**config.mk**
```make
export PLATFORM = sky130hd
export DESIGN_NAME = multichannel_sample_ring
export DESIGN_NICKNAME = d
export VERILOG_FILES = /design/src/rtl/multichannel_sample_ring.sv
export SDC_FILE = /design/constraint.sdc
export NUM_CORES = 1
export LEC_CHECK = 0
export ABC_AREA = 1
export CAP_MARGIN = 25
export CORE_MARGIN = 2
export CORE_UTILIZATION = 30
export DETAILED_ROUTE_END_ITERATION = 16
export PLACE_DENSITY = 0.53
export SYNTH_ARGS = -nofsm -noshare
export SYNTH_HDL_FRONTEND = slang
export SYNTH_SLANG_ARGS = --single-unit
export TNS_END_PERCENT = 10
```
**constraint.sdc**
```tcl
create_clock -name clk -period 4.35 [get_ports clk]
set_input_delay 0.87 -clock clk [delete_from_list [all_inputs] [get_ports clk]]
set_output_delay 0.87 -clock clk [all_outputs]
set_load 0.01 [all_outputs]
```
**src/rtl/multichannel_sample_ring.sv**
```systemverilog
// multichannel_sample_ring: per-channel circular history of the last DEPTH samples,
// written through a tagged port and read back by (channel, age) with one cycle of latency.
// Optional feature macro: RUNNING_SUM_EN adds a per-channel running sum and the rd_sum port.

module multichannel_sample_ring #(
  parameter  int NUM_CHANNELS = 7,
  parameter  int SAMPLE_W     = 8,
  parameter  int DEPTH        = 10,
  localparam int CH_W         = (NUM_CHANNELS > 1) ? $clog2(NUM_CHANNELS) : 1,
  localparam int IDX_W        = (DEPTH > 1) ? $clog2(DEPTH) : 1,
  localparam int CNT_W        = $clog2(DEPTH + 1),
  localparam int SUM_W        = SAMPLE_W + $clog2(DEPTH)
) (
  input  logic                clk,
  input  logic                rst_n,
  input  logic                wr_valid,
  input  logic [CH_W-1:0]     wr_chan,
  input  logic [SAMPLE_W-1:0] wr_data,
  input  logic                clr_valid,
  input  logic [CH_W-1:0]     clr_chan,
  input  logic                rd_valid,
  input  logic [CH_W-1:0]     rd_chan,
  input  logic [IDX_W-1:0]    rd_age,
  output logic [SAMPLE_W-1:0] rd_data,
  output logic                rd_hit,
  output logic                rd_done,
  output logic [CNT_W-1:0]    rd_count,
  output logic                wr_err
`ifdef RUNNING_SUM_EN
  ,
  output logic [SUM_W-1:0]    rd_sum
`endif
);

  localparam logic [CH_W:0]    NCH_X    = (CH_W + 1)'(NUM_CHANNELS);
  localparam logic [IDX_W-1:0] LAST_IDX = IDX_W'(DEPTH - 1);
  localparam logic [CNT_W-1:0] FULL_CNT = CNT_W'(DEPTH);
  localparam logic [IDX_W:0]   DEPTH_X  = (IDX_W + 1)'(DEPTH);

  logic [SAMPLE_W-1:0] mem [NUM_CHANNELS][DEPTH];
  logic [IDX_W-1:0]    wr_ptr  [NUM_CHANNELS];
  logic [CNT_W-1:0]    count   [NUM_CHANNELS];
  logic [IDX_W-1:0]    ptr_nxt [NUM_CHANNELS];
  logic [CNT_W-1:0]    cnt_nxt [NUM_CHANNELS];

  logic                wr_ok, wr_go, clr_go, rd_ok;
  logic [IDX_W-1:0]    wr_slot;
  logic [CNT_W-1:0]    rd_cnt_sel;
  logic                rd_hit_nxt;
  logic [IDX_W:0]      rd_ptr_x, rd_back;
  logic [IDX_W-1:0]    rd_idx;
  logic [SAMPLE_W-1:0] rd_data_nxt;

  // Channel validity, write slot and read address decode
  always_comb begin
    wr_ok      = {1'b0, wr_chan} < NCH_X;
    wr_go      = wr_valid && wr_ok;
    clr_go     = clr_valid && ({1'b0, clr_chan} < NCH_X);
    rd_ok      = {1'b0, rd_chan} < NCH_X;
    // A same-cycle clear of the written channel rewinds the write to slot 0
    wr_slot    = (clr_go && (clr_chan == wr_chan)) ? '0 : wr_ptr[wr_chan];
    rd_cnt_sel = rd_ok ? count[rd_chan] : '0;
    rd_hit_nxt = rd_ok && (CNT_W'(rd_age) < rd_cnt_sel);
    // Slot = (wr_ptr - 1 - age) mod DEPTH, wrapped explicitly in IDX_W+1 bits
    rd_ptr_x   = {1'b0, wr_ptr[rd_chan]};
    rd_back    = {1'b0, rd_age} + 1'b1;
    rd_idx     = (rd_ptr_x >= rd_back) ? IDX_W'(rd_ptr_x - rd_back)
                                       : IDX_W'(rd_ptr_x + DEPTH_X - rd_back);
    rd_data_nxt = rd_hit_nxt ? mem[rd_chan][rd_idx] : '0;
  end

  // Per-channel pointer and fill update: clear first, then write on top of it
  always_comb begin
    for (int unsigned c = 0; c < NUM_CHANNELS; c++) begin
      ptr_nxt[c] = wr_ptr[c];
      cnt_nxt[c] = count[c];
      if (clr_go && (clr_chan == CH_W'(c))) begin
        ptr_nxt[c] = '0;
        cnt_nxt[c] = '0;
      end
      if (wr_go && (wr_chan == CH_W'(c))) begin
        ptr_nxt[c] = (ptr_nxt[c] == LAST_IDX) ? '0 : ptr_nxt[c] + 1'b1;
        if (cnt_nxt[c] != FULL_CNT) cnt_nxt[c] = cnt_nxt[c] + 1'b1;
      end
    end
  end

  // Per-channel state registers
  always_ff @(posedge clk or negedge rst_n) begin
    if (!rst_n) begin
      for (int unsigned c = 0; c < NUM_CHANNELS; c++) begin
        wr_ptr[c] <= '0;
        count[c]  <= '0;
      end
    end else begin
      for (int unsigned c = 0; c < NUM_CHANNELS; c++) begin
        wr_ptr[c] <= ptr_nxt[c];
        count[c]  <= cnt_nxt[c];
      end
    end
  end

  // Sample storage, deliberately unreset; rd_hit gates every read of it
  always_ff @(posedge clk) begin
    if (wr_go) mem[wr_chan][wr_slot] <= wr_data;
  end

  // Registered read response and write-error pulse, from pre-update state
  always_ff @(posedge clk or negedge rst_n) begin
    if (!rst_n) begin
      rd_data  <= '0;
      rd_hit   <= 1'b0;
      rd_done  <= 1'b0;
      rd_count <= '0;
      wr_err   <= 1'b0;
    end else begin
      rd_done <= rd_valid;
      wr_err  <= wr_valid && !wr_ok;
      if (rd_valid) begin
        rd_data  <= rd_data_nxt;
        rd_hit   <= rd_hit_nxt;
        rd_count <= rd_cnt_sel;
      end
    end
  end

`ifdef RUNNING_SUM_EN
  logic [SUM_W-1:0] sum     [NUM_CHANNELS];
  logic [SUM_W-1:0] sum_nxt [NUM_CHANNELS];

  // Running sum: add the new sample, drop the overwritten one when the buffer was full
  always_comb begin
    for (int unsigned c = 0; c < NUM_CHANNELS; c++) begin
      sum_nxt[c] = sum[c];
      if (clr_go && (clr_chan == CH_W'(c))) sum_nxt[c] = '0;
      if (wr_go && (wr_chan == CH_W'(c))) begin
        sum_nxt[c] = sum_nxt[c] + SUM_W'(wr_data)
                   - ((!(clr_go && (clr_chan == CH_W'(c))) && (count[c] == FULL_CNT))
                      ? SUM_W'(mem[c][wr_ptr[c]]) : '0);
      end
    end
  end

  // Sum registers and the registered rd_sum readout
  always_ff @(posedge clk or negedge rst_n) begin
    if (!rst_n) begin
      for (int unsigned c = 0; c < NUM_CHANNELS; c++) sum[c] <= '0;
      rd_sum <= '0;
    end else begin
      for (int unsigned c = 0; c < NUM_CHANNELS; c++) sum[c] <= sum_nxt[c];
      if (rd_valid) rd_sum <= rd_ok ? sum[rd_chan] : '0;
    end
  end
`endif

endmodule

```
== Word-level counts from Yosys, hierarchy flattened ==
Memories as Yosys holds them, arrays and structs flattened.
Cells that the tools add are included.

* $mul: 0
* Reduce and logical (&&, ||, !) cells: 23
* Shifts and indexed selects: 0
* $add $sub $neg: 18
* Div/mod/pow operators: 0
* Equal/unequal tests: 27
* Muxes and demuxes: 62
* Magnitude comparators: 10
* Bitwise logic cells: 4

{| class="wikitable"
|+ Operators with widths
! cell !! number
|-
| $mux W4 || 51
|-
| $mux W80 || 1
|-
| $add A4 B1 Y4 const B || 14
|-
| $bmux W4 S3 || 3
|-
| $bmux W8 S4 || 1
|-
| $demux W8 S4 || 1
|-
| $mux W8 || 4
|-
| $eq A4 B4 Y1 const B || 7
|-
| $ne A4 B4 Y1 const B || 7
|-
| $logic_and A1 B1 Y1 || 20
|-
| $eq A3 B3 Y1 const B || 6
|-
| $eq A3 B2 Y1 const B || 4
|-
| $ge A5 B5 Y1 const B || 2
|-
| $not A4 Y5 || 2
|-
| $lt A3 B3 Y1 const B || 3
|-
| $ge A4 B4 Y1 const B || 2
|-
| $not A3 Y4 || 2
|-
| $sub A4 B4 Y4 || 2
|-
| $eq A3 B1 Y1 const B || 2
|-
| $logic_not A3 Y1 || 2
|-
| $add A4 B1 Y5 const B || 1
|-
| $ge A4 B5 Y1 || 1
|-
| $lt A5 B1 Y1 const B || 1
|-
| $add A4 B4 Y4 const B || 1
|-
| 4 further kinds || 4
|}

* RAM bits: 560
* Memories kept: 1
* Output and inout port bits: 15
* Flip-flop bits (word level): 71
* Memory bits (read-only): 0
* Bits of input ports: 26
* Latch bits: 0

{| class="wikitable"
|+ Memories
! memory !! depth !! width !! read ports !! clocked after memory_dff !! write ports !! line !! text
|-
| mem || 7 || 80 || 1 || 0 || 1 || 40 || <nowiki>logic [SAMPLE_W-1:0] mem [NUM_CHANNELS][DEPTH];</nowiki>
|}

== Logic depth before layout (Yosys ltp) ==
Gate-level depths: netlist of run 1.

* Depth after elaboration: 12
* Depth in mapped cells: 29

== Worst setup path before layout of run 1 ==
OpenSTA, ideal clock, no wires.

* Path kind: input port to flip-flop
* Start: in rd_chan[0]
* End: reg rd_data[6]
* Cell stages on the path: 21
* Buffers on the path: 5
* Slack: 0.546 ns
* Setup time: 0.066 ns
* Data arrival time: 3.738 ns
* Cells stage by stage: buf_4 buf_2 buf_2 clkbuf_1 o21ai_0 nand2_1 inv_1 o21ai_0 inv_1 ha_1 inv_1 ha_1 inv_1 fa_1 nand2_1 nand2_2 buf_4 nand3_1 a21oi_1 nand2_1 nand2_1

* Cells in the longest elaborated chain, start to end: 12

{| class="wikitable"
|+ Ends and longest elaborated chain
! what !! line !! text
|-
| start, declared || 22 || <nowiki>input logic [CH_W-1:0] rd_chan,</nowiki>
|-
| $not A3 Y4 (implied by the code) || 62, 65 ||
|-
| $bmux W4 S3 || 65 || <nowiki>rd_ptr_x = {1'b0, wr_ptr[rd_chan]};</nowiki>
|-
| $mux W4 (implied by the code) (2 in series) || 65 ||
|-
| $add A4 B4 Y4 || 68 || <nowiki>: IDX_W'(rd_ptr_x + DEPTH_X - rd_back);</nowiki>
|-
| $sub A4 B4 Y4 || 68 ||
|-
| $mux W4 || 67 || <nowiki>rd_idx = (rd_ptr_x >= rd_back) ? IDX_W'(rd_ptr_x - rd_back)</nowiki>
|-
| $not A4 Y5 (implied by the code) || 69 || <nowiki>rd_data_nxt = rd_hit_nxt ? mem[rd_chan][rd_idx] : '0;</nowiki>
|-
| $bmux W8 S4 || 69 ||
|-
| $mux W8 (implied by the code) (2 in series) || 69 ||
|-
| $mux W8 * || 69 ||
|-
| end signal, assigned || 120 || <nowiki>rd_data <= rd_data_nxt;</nowiki>
|-
| end, declared || 24 || <nowiki>output logic [SAMPLE_W-1:0] rd_data,</nowiki>
|}

Mark *: on every way between the ends. The rest lies on a longest branch, timed or not. The select of a mux whose other input is x is not followed.
A chain may end at the register's enable or synchronous reset.

== Worst setup path in the final report of run 1 ==
* Start: reg wr_ptr[21] (netlist name)
* End: reg rd_data[2]

* Cells in the longest elaborated chain, start to end: 11

{| class="wikitable"
|+ Ends and longest elaborated chain
! what !! line !! text
|-
| start, declared || 41 || <nowiki>logic [IDX_W-1:0] wr_ptr [NUM_CHANNELS];</nowiki>
|-
| start signal, assigned by index || 97 || <nowiki>wr_ptr[c] <= ptr_nxt[c];</nowiki>
|-
| $bmux W4 S3 * || 65 ||
|-
| $mux W4 (implied by the code) * (2 in series) || 65 ||
|-
| $add A4 B4 Y4 || 68 ||
|-
| $sub A4 B4 Y4 || 68 ||
|-
| $mux W4 * || 67 ||
|-
| $not A4 Y5 (implied by the code) * || 69 ||
|-
| $bmux W8 S4 * || 69 ||
|-
| $mux W8 (implied by the code) * (2 in series) || 69 ||
|-
| $mux W8 * || 69 ||
|}

Marked as above.

==> qor.csv, run 1 <==
metric;value;unit
status;finished, final reports clean;
FF-to-FF Start;wr_ptr[21];
Syn Area/Cell;10.3;um^2
crit path kind;reg -> reg;
fin util;0.350;
diodes inserted;0;
Metal-1 WL;36.3;mm
fill cell count;9343;
post-synthesis sequential area ratio;0.661;
syn_nets;2776;
largest net degree at the start of global routing;142;
FF+latch count, synth;631;
total CTS buffers;68;
synthesized instance count;2724;
antenna-violating nets left;0;
Startpoint Class;flop;
Synth Area in Adders;0.0121;
first-pass GRT wire length;121;mm
layout cell share with drive strength beyond 1;0.101;
Post-synth top cells;nand2_1, edfxtp_1, nand3_1, inv_1, nor2_1;
FF/Latch Area;18600;um^2
synth-to-layout area growth;15.8;%
worst reg-to-reg setup slack;0.92;ns
placed wire-length estimate;49.0;mm
clock buffer depth;3;
Pleak;12.6;nW
xor/xnor share of the synthesized area;0.00902;
ys flop type;edfxtp_1;
DP Cell Count;4008;
Final Slew Violations;0;
end of the worst register-to-register path;rd_data[2];
most frequent cell after synthesis;nand2_1;
clk slew on worst S/H paths;0.06;ns
area of the multi-input gates;8170;um^2
Placer Congestion;0.876;
Routed WL per cell;19.2;um
final net count;2876;
wire length on met3;3.64;mm
area of the die;96300;um^2
DRC viols;0;
I/O Pins;41;
TritonCTS clock tree;built;
post-synthesis mux area share;0;
Worst-Margin Slew;1.07;ns
Avg Vias per Cell;4.72;
IO buf count;40;
setup violators final;0;
Setup crit end kind;flop;
vias in the first global route;19000;
antenna violations before repair;3;
CTS resizes;0;
Synth top area share;0.597;
met2 wire length;37.7;mm
Syn. warnings;0;
Non-Filler Instances;4124;
period utilization;0.788;
largest family of logic cells by synthesized area;simple AND/OR/NAND/NOR gates;
area leader, netlist;edfxtp_1;
CP arrival;3.97;ns
Clock Skews;0.0230;ns
fin worst setup slack;0.921;ns
htree depth;3;
Final Power;0.0151;W
required time of the critical path;4.89;ns
P per Cell Area;464;nW/um^2
final hold viol count;0;
1st-pass router iterations;5;
aggregate global-route resource usage;0.166;
EDFF count, synth;560;
top post-synthesis cells by area;edfxtp_1, nand2_1, dfrtp_1;
post-synthesis compound-gate area fraction;0.0406;
cells on worst reg2reg path;20;
Crit Path Max Fanout;9;
number of DRC markers in iteration 0;1603;
Core ar.;93200;um^2
root buffer cell;clkbuf_16;
Hold Crit Class;in -> async;
Sink Count;631;
die height;310;um
Final min period;3.43;ns
Worst IR Drop VDD;0.344;mV
cts-stage hold buffer count;0;
Die W;310;um
total gr overflow;0;
setup TNS;0;ns
Post-CTS Setup Repair Bufs;0;
fmax;292;MHz
Slew Limit Headroom;0.289;
Initial Util;0.302;
area of the mapped netlist;28100;um^2
post-synth cell types;48;
RSZ-0062 raised after global routing;false;
simple-gate share of the synthesized area;0.228;
asr flop ratio synth;0.113;
dpl ws;0.348;ns
Clk Latency, worst-skew pair;0.61;ns
number of max-cap violations;0;
FP Rows;112;
Top Layer Used;met5;
WL final;79.0;mm
routed via count;19500;
stage by stage:
| step | hold WS (ns) | instance area, um^2 |
|---|---|---|
| after floorplan | 0.475 | 28100 |
| after detailed placement | 0.496 | 30500 |
| final | 0.332 | 32600 |
| after global placement | 0.466 | 30400 |
| after CTS | 0.333 | 32600 |
| after global routing | 0.371 | 32600 |
placed cells by master (no fill, tap or decap), types with 6 or more instances in the layout:
cell | Yosys | routed
clkbuf_1 | 45 | 14
clkinv_1 | 0 | 15
o22ai_1 | 7 | 7
dfrtp_1 | 71 | 71
o211ai_1 | 37 | 37
xor2_1 | 24 | 24
inv_1 | 185 | 184
a21oi_1 | 65 | 65
nand3_1 | 266 | 266
buf_2 | 77 | 9
nor2_1 | 110 | 110
nor3_1 | 53 | 53
or2_2 | 6 | 6
edfxtp_1 | 560 | 560
buf_4 | 6 | 129
inv_2 | 11 | 9
clkdlybuf4s50_1 | 0 | 28
clkbuf_16 | 0 | 72
nor3_2 | 21 | 21
ha_1 | 24 | 23
o21ai_0 | 55 | 55
nand4_1 | 40 | 40
nand2_1 | 988 | 988
clkinv_2 | 0 | 8
sequential cells by signal, indices dropped and copies added (netlist names):
| register | count |
|---|---|
| rd_count | 4 |
| rd_data | 8 |
| count | 28 |
| rd_hit | 1 |
| rd_done | 1 |
| mem | 560 |
| wr_ptr | 28 |
| wr_err | 1 |
where the power goes:
group | switching [W] | leakage (nW) | total (W) | internal [W]
registers | 0.000197 | 5.96 | 0.00703 | 0.00683
logic | 0.00173 | 5.60 | 0.00248 | 0.000751
clock network | 0.00235 | 1.04 | 0.00562 | 0.00327
total | 0.00428 | 12.6 | 0.0151 | 0.0108
worst max-delay path, stage by stage, from the launching register on:
cell and delay [ns]:
dfrtp_1 0.46, inv_1 0.09, a21oi_1 0.15, o21ai_0 0.10, nand2_1 0.07, inv_1 0.03, o21ai_0 0.40, inv_1 0.15
ha_1 0.32, inv_1 0.06, ha_1 0.13, inv_1 0.05, fa_1 0.42, xor2_1 0.17, inv_1 0.06, nand2_1 0.05
o21ai_2 0.18, inv_1 0.23, nand2_1 0.12, nand2_1 0.06, nand2_1 0.06
kinds of logic (layout without fill, tap and decap cells):
logic type,Yosys count,after routing
flops,631,631
fa+ha+maj,26,26
simple gates,1510,1510
xor+xnor,29,29
compound gates,191,191
buf+inv,337,483
layout make-up:
cell class,count,area share
flip-flops and latches,631,0.571
multi-input cells,1756,0.251
clock inverters,29,0.00787
well taps,1254,0.0482
repair buffers,171,0.0425
clock buffers,87,0.0573
inverters,196,0.0229
how the worst max path moves through the flow:
stage                from         end  slack, ns  cells past startpoint
3_3_place_gp   rd_chan[1]  rd_data[5]       0.37                     21
5_1_grt        wr_ptr[21]  rd_data[0]       0.52                     20
4_1_cts        wr_ptr[21]  rd_data[1]       0.95                     20
3_5_place_dp   rd_chan[1]  rd_data[1]       0.35                     21
6_report       wr_ptr[21]  rd_data[2]       0.92                     20
2_1_floorplan  rd_chan[0]  rd_data[6]       0.55                     21
metal layers:
metal / track usage / vias to the layer above
li1: - / 9415
met1: 0.229 / 9535
met2: 0.274 / 434
met3: 0.0214 / 83
met4: 0.0434 / 2
met5: 0 / -
Power figures use the tool's default switching activity.
==> inputs of run 2 (changes only) <==
PLACE_DENSITY = 0.55   (was 0.53)
clock period = 2.9 ns   (was 4.35 ns; I/O delays follow)
==> qor.csv, run 2 (synthesized netlist as in run 1, its figures left out) <==
metric;value;unit
hold path startpoint;wr_data[6];
Worst-Margin Slew;1.07;ns
total gr overflow;0;
FF-to-FF Start;wr_ptr[20];
FP Rows;112;
Worst IR Drop VDD;0.483;mV
Startpoint Class;flop;
final hold viol count;0;
CP arrival;3.23;ns
setup TNS;0;ns
Hold Path Depth;1;
setup violators final;0;
required time of the critical path;3.41;ns
worst reg-to-reg setup slack;0.18;ns
Avg Vias per Cell;4.67;
DRC viols;0;
Final min period;2.72;ns
antenna-violating nets left;0;
Final Slew Violations;0;
CP max stage delay;0.62;ns
cells on worst reg2reg path;17;
critical path's top delay family;adder cells;
clk slew on worst S/H paths;0.06;ns
antenna violations before repair;1;
Net Sw Frac;0.283;
synth-to-layout area growth;20.0;%
status;finished, final reports clean;
Initial Util;0.302;
clock network power share;0.363;
fin worst setup slack;0.179;ns
diodes inserted;0;
CP cell instances;inv_2 > a21oi_1 > o21ai_1 > o2111ai_1 > o21ai_0 > ha_2 > fa_1 > inv_1 > nand3_1 > nand2_2 > buf_12 > nand2_1 > nand3_1 > nand2_1 > nand2_1 > nand2_1 > nand2_1;
Endpoint, Worst Hold;mem[5][62];
Hold Crit Class;in -> reg;
Metal-1 WL;35.1;mm
routed via count;19800;
die height;310;um
largest net degree at the start of global routing;112;
I/O Pins;41;
Slew Limit Headroom;0.286;
Placer Congestion;0.873;
area of the die;96300;um^2
Worst path slowest cell;fa_1;
Routed WL per cell;18.5;um
layout cell share with drive strength beyond 1;0.140;
period utilization;0.938;
number of max-cap violations;0;
Crit path top cell by count;nand2_1;
Largest regs;mem: 560 flops, count: 28 flops, wr_ptr: 28 flops;
Sink Count;631;
NetSw;0.00658;W
Largest Register;mem;
aggregate global-route resource usage;0.164;
Die W;310;um
Pleak;13.3;nW
total CTS buffers;67;
WL final;78.4;mm
TritonCTS clock tree;built;
Top Layer Used;met4;
sequential power share;0.453;
Crit Path Max Fanout;19;
first-pass GRT wire length;119;mm
Clk Latency, worst-skew pair;0.62;ns
worst path bufs/invs;3;
P_int;0.0166;W
fill cell count;9216;
max reg flops;560;
1st-pass router iterations;5;
Levels on crit path;17;
crit path kind;reg -> reg;
Gate power share;0.184;
met2 wire length;36.8;mm
fmax;367;MHz
end of the worst register-to-register path;rd_data[4];
Final Power;0.0232;W
Core ar.;93200;um^2
most frequent cells in the layout;nand2_1, edfxtp_1, nand3_1, buf_4, inv_1;
IO buf count;40;
htree depth;3;
final net count;2983;
placed wire-length estimate;48.3;mm
clock buffer depth;3;
wire length on met3;4.42;mm
commonest non-fill, non-tap cell in the layout;nand2_1;
number of DRC markers in iteration 0;1637;
vias in the first global route;19500;
root buffer cell;clkbuf_16;
Setup crit end kind;flop;
dpl ws;-0.472;ns
P per Cell Area;687;nW/um^2
Clock Skews;0.0279;ns
[run 2: changes by cell type in the layout (fill, tap and decap cells not counted), moves of 6 or more]
cell | before | now
o21ai_1 | 2 | 8
inv_1 | 184 | 177
buf_12 | 4 | 27
buf_4 | 129 | 212
inv_2 | 9 | 15
o21ai_0 | 55 | 48
[run 2: power by group through the flow]
| stage | registers [W] | logic (W) | clock network, W |
|---|---|---|---|
| 3_5_place_dp | 0.0107 | 0.00415 | 0 |
| 3_3_place_gp | 0.0107 | 0.00414 | 0 |
| 5_1_grt | 0.0105 | 0.00473 | 0.00895 |
| 4_1_cts | 0.0105 | 0.00417 | 0.00858 |
| 2_1_floorplan | 0.0106 | 0.00236 | 0 |
| 6_report | 0.0105 | 0.00427 | 0.00842 |
[run 2: worst max-delay path by stage]
stage	startpoint	end
global placement	rd_age[0]	rd_data[6]
finish	wr_ptr[20]	rd_data[4]
CTS	wr_ptr[20]	rd_data[1]
detailed placement	rd_age[0]	rd_data[3]
floorplan	rd_chan[0]	rd_data[2]
global route	wr_ptr[9]	rd_data[6]
[run 2: through the flow]
step                       util  std cells  hold slack (ns)  area [um^2]
after global placement    0.338       4110            0.469        31500
after CTS                 0.361       4233            0.432        33700
final                     0.362       4238            0.439        33800
after global routing      0.362       4238            0.453        33800
after detailed placement  0.338       4110            0.468        31500
after floorplan               -       2724            0.284        28300
[run 2: what timing repair did]
action                     CTS  global route
hold endpoints to repair    40             0
pin swaps                    0             8
setup endpoints to repair    1             8
gates cloned                 0             1
gates resized for setup      1            13
hold buffers                 1             0
buffers inserted             0             4
[run 2: per-layer routing]
layer	vias up	GRT usage
met5	-	0
met4	0	0.0545
met3	105	0.0245
met2	514	0.268
met1	9524	0.224
li1	9643	-
[run 2: worst register-to-register path, stage by stage (launching register included)]
cell       delay (ns)
dfrtp_1          0.38
inv_2            0.08
a21oi_1          0.13
o21ai_1          0.12
o2111ai_1        0.09
o21ai_0          0.13
ha_2             0.24
fa_1             0.62
inv_1            0.08
nand3_1          0.11
nand2_2          0.10
buf_12           0.16
nand2_1          0.07
nand3_1          0.10
nand2_1          0.08
nand2_1          0.06
nand2_1          0.06
nand2_1          0.04
[run 2: final cells by class]
type | instances | area [um^2] | share of cell area
Sequential cell | 631 | 18600 | 0.551
Inverter | 196 | 749 | 0.0222
Timing Repair Buffer | 279 | 2500 | 0.0741
Clock inverter | 34 | 294 | 0.00871
Multi-Input combinational cell | 1756 | 8230 | 0.244
Clock buffer | 88 | 1840 | 0.0545
Tap cell | 1254 | 1570 | 0.0465
==> inputs of run 3 (changes only) <==
DONT_BUFFER_PORTS = 1   (was not set)
PLACE_DENSITY = 0.54   (was 0.55)
SLEW_MARGIN = 5   (was not set)
==> qor.csv, run 3 (synthesized netlist as in run 1, its figures left out) <==
metric;value;unit
status;finished, final reports clean;
Largest regs;mem: 560 flops, count: 28 flops, wr_ptr: 28 flops;
dpl ws;-0.280;ns
aggregate global-route resource usage;0.163;
Placer Congestion;0.873;
antenna violations before repair;0;
area of the multi-input gates;8290;um^2
P per Cell Area;697;nW/um^2
Hold Path Depth;0;
sequential power share;0.463;
hold path startpoint;wr_data[5];
Die W;310;um
FF/Latch Area;18600;um^2
max reg flops;560;
total gr overflow;0;
vias in the first global route;18600;
Routed WL per cell;18.9;um
Core ar.;93200;um^2
cells on worst reg2reg path;20;
FP Rows;112;
Startpoint Class;flop;
CP arrival;3.31;ns
DRC viols;0;
number of max-cap violations;0;
first-pass GRT wire length;118;mm
die height;310;um
clock network power share;0.377;
largest net degree at the start of global routing;224;
Crit Path Max Fanout;8;
Avg Vias per Cell;4.68;
Initial Util;0.302;
worst reg-to-reg setup slack;0.15;ns
TritonCTS clock tree;built;
GRT met2 Usage;0.269;
fmax;364;MHz
Worst IR Drop VDD;0.463;mV
setup violators final;0;
Sink Count;631;
Slew Limit Headroom;0.370;
Net Sw Frac;0.278;
number of DRC markers in iteration 0;1716;
Hold Crit Class;in -> reg;
1st-pass router iterations;7;
Clock Skews;0.0203;ns
commonest non-fill, non-tap cell in the layout;nand2_1;
most frequent cells in the layout;nand2_1, edfxtp_1, nand3_1, inv_1, buf_4;
Largest Register;mem;
htree depth;3;
final hold viol count;0;
Clk Latency, worst-skew pair;0.62;ns
NetSw;0.00634;W
Setup crit end kind;flop;
WL final;77.9;mm
Final Slew Violations;0;
total CTS buffers;67;
clock buffer depth;3;
Final Hold Slack;0.0661;ns
GR Util met3;0.0300;
fin worst setup slack;0.151;ns
P_int;0.0165;W
placed wire-length estimate;46.1;mm
routed via count;19300;
IO buf count;0;
clk slew on worst S/H paths;0.06;ns
Pleak;12.7;nW
crit path kind;reg -> reg;
global routing met1 resource utilization;0.214;
synth-to-layout area growth;16.4;%
diodes inserted;0;
FF-to-FF Start;wr_ptr[21];
Gate power share;0.160;
fill cell count;9299;
antenna-violating nets left;0;
end of the worst register-to-register path;rd_data[3];
grt peak-use layer;met2;
final net count;2867;
layout cell share with drive strength beyond 1;0.122;
I/O Pins;41;
root buffer cell;clkbuf_16;
required time of the critical path;3.46;ns
Final min period;2.75;ns
Endpoint, Worst Hold;mem[1][37];
Worst-Margin Slew;0.941;ns
area of the die;96300;um^2
period utilization;0.948;
-- run 3: changes by cell type in the layout (fill, tap and decap cells not counted), sizes merged --
cell | previous run | this run
dlygate4sd3 | 1 | 2
clkdlybuf4s50 | 28 | 0
bufinv | 4 | 7
clkbuf | 89 | 76
buf | 249 | 161
clkinv | 28 | 34
clkinvlp | 0 | 4
inv | 198 | 199
-- run 3: how the worst max path moves through the flow --
stage	from	endpoint	slack (ns)	cells after the start
2_1_floorplan	rd_chan[0]	rd_data[2]	-0.35	24
3_3_place_gp	clr_chan[1]	mem[6][73]	-0.33	10
3_5_place_dp	clr_chan[1]	mem[6][73]	-0.28	10
4_1_cts	wr_ptr[1]	mem[6][77]	0.04	10
5_1_grt	wr_ptr[21]	rd_data[6]	-0.008	20
6_report	wr_ptr[21]	rd_data[3]	0.15	20
-- run 3: per-layer routing --
layer / part of all wire / vias to the layer above
li1: - / 9409
met1: 0.43 / 9285
met2: 0.48 / 498
met3: 0.063 / 122
met4: 0.031 / 0
met5: 0 / -
-- run 3: area by class of cell --
cell class	instances	area share
inverters	196	0.0229
flip-flops and latches	631	0.567
multi-input cells	1756	0.253
repair buffers	163	0.0425
well taps	1254	0.0479
clock buffers	76	0.0529
clock inverters	48	0.0135
-- run 3: through the flow --
stage | instances | utilization | cell area (um^2) | total power, W | setup TNS [ns]
4_1_cts | 4119 | 0.350 | 32600 | 0.0229 | 0
5_1_grt | 4124 | 0.352 | 32800 | 0.0238 | -0.0179
3_5_place_dp | 3992 | 0.326 | 30400 | 0.0143 | -5.51
2_1_floorplan | 2724 | - | 28300 | 0.0130 | -2.73
6_report | 4124 | 0.352 | 32800 | 0.0228 | 0
3_3_place_gp | 3990 | 0.326 | 30400 | 0.0143 | -4.91
-- run 3: critical path, cell delays in order, from the launching register on --
cell	delay [ns]
dfrtp_1	0.37
inv_2	0.07
a21oi_2	0.11
o21ai_1	0.08
nand2_1	0.07
inv_1	0.04
o21ai_2	0.13
inv_2	0.07
ha_4	0.21
inv_1	0.07
ha_2	0.17
inv_2	0.03
fa_1	0.48
nand2_1	0.06
nand2_2	0.12
clkinvlp_4	0.22
nand3_1	0.15
nand2_1	0.06
nand2_1	0.05
nand2_1	0.05
nand2_1	0.05
-- run 3: power groups by stage --
stage	Sequential, W	Combinational (W)	Clock, W
finish	0.0106	0.00366	0.00860
global route	0.0106	0.00410	0.00912
CTS	0.0106	0.00357	0.00878
detailed placement	0.0107	0.00352	0
global placement	0.0108	0.00351	0
floorplan	0.0106	0.00236	0
-- run 3: what timing repair did --
action                     CTS  global route
hold endpoints to repair    72             0
resized for setup            0            22
setup endpoints to repair    0             8
hold buffers                 3             0
buffers inserted             0             2
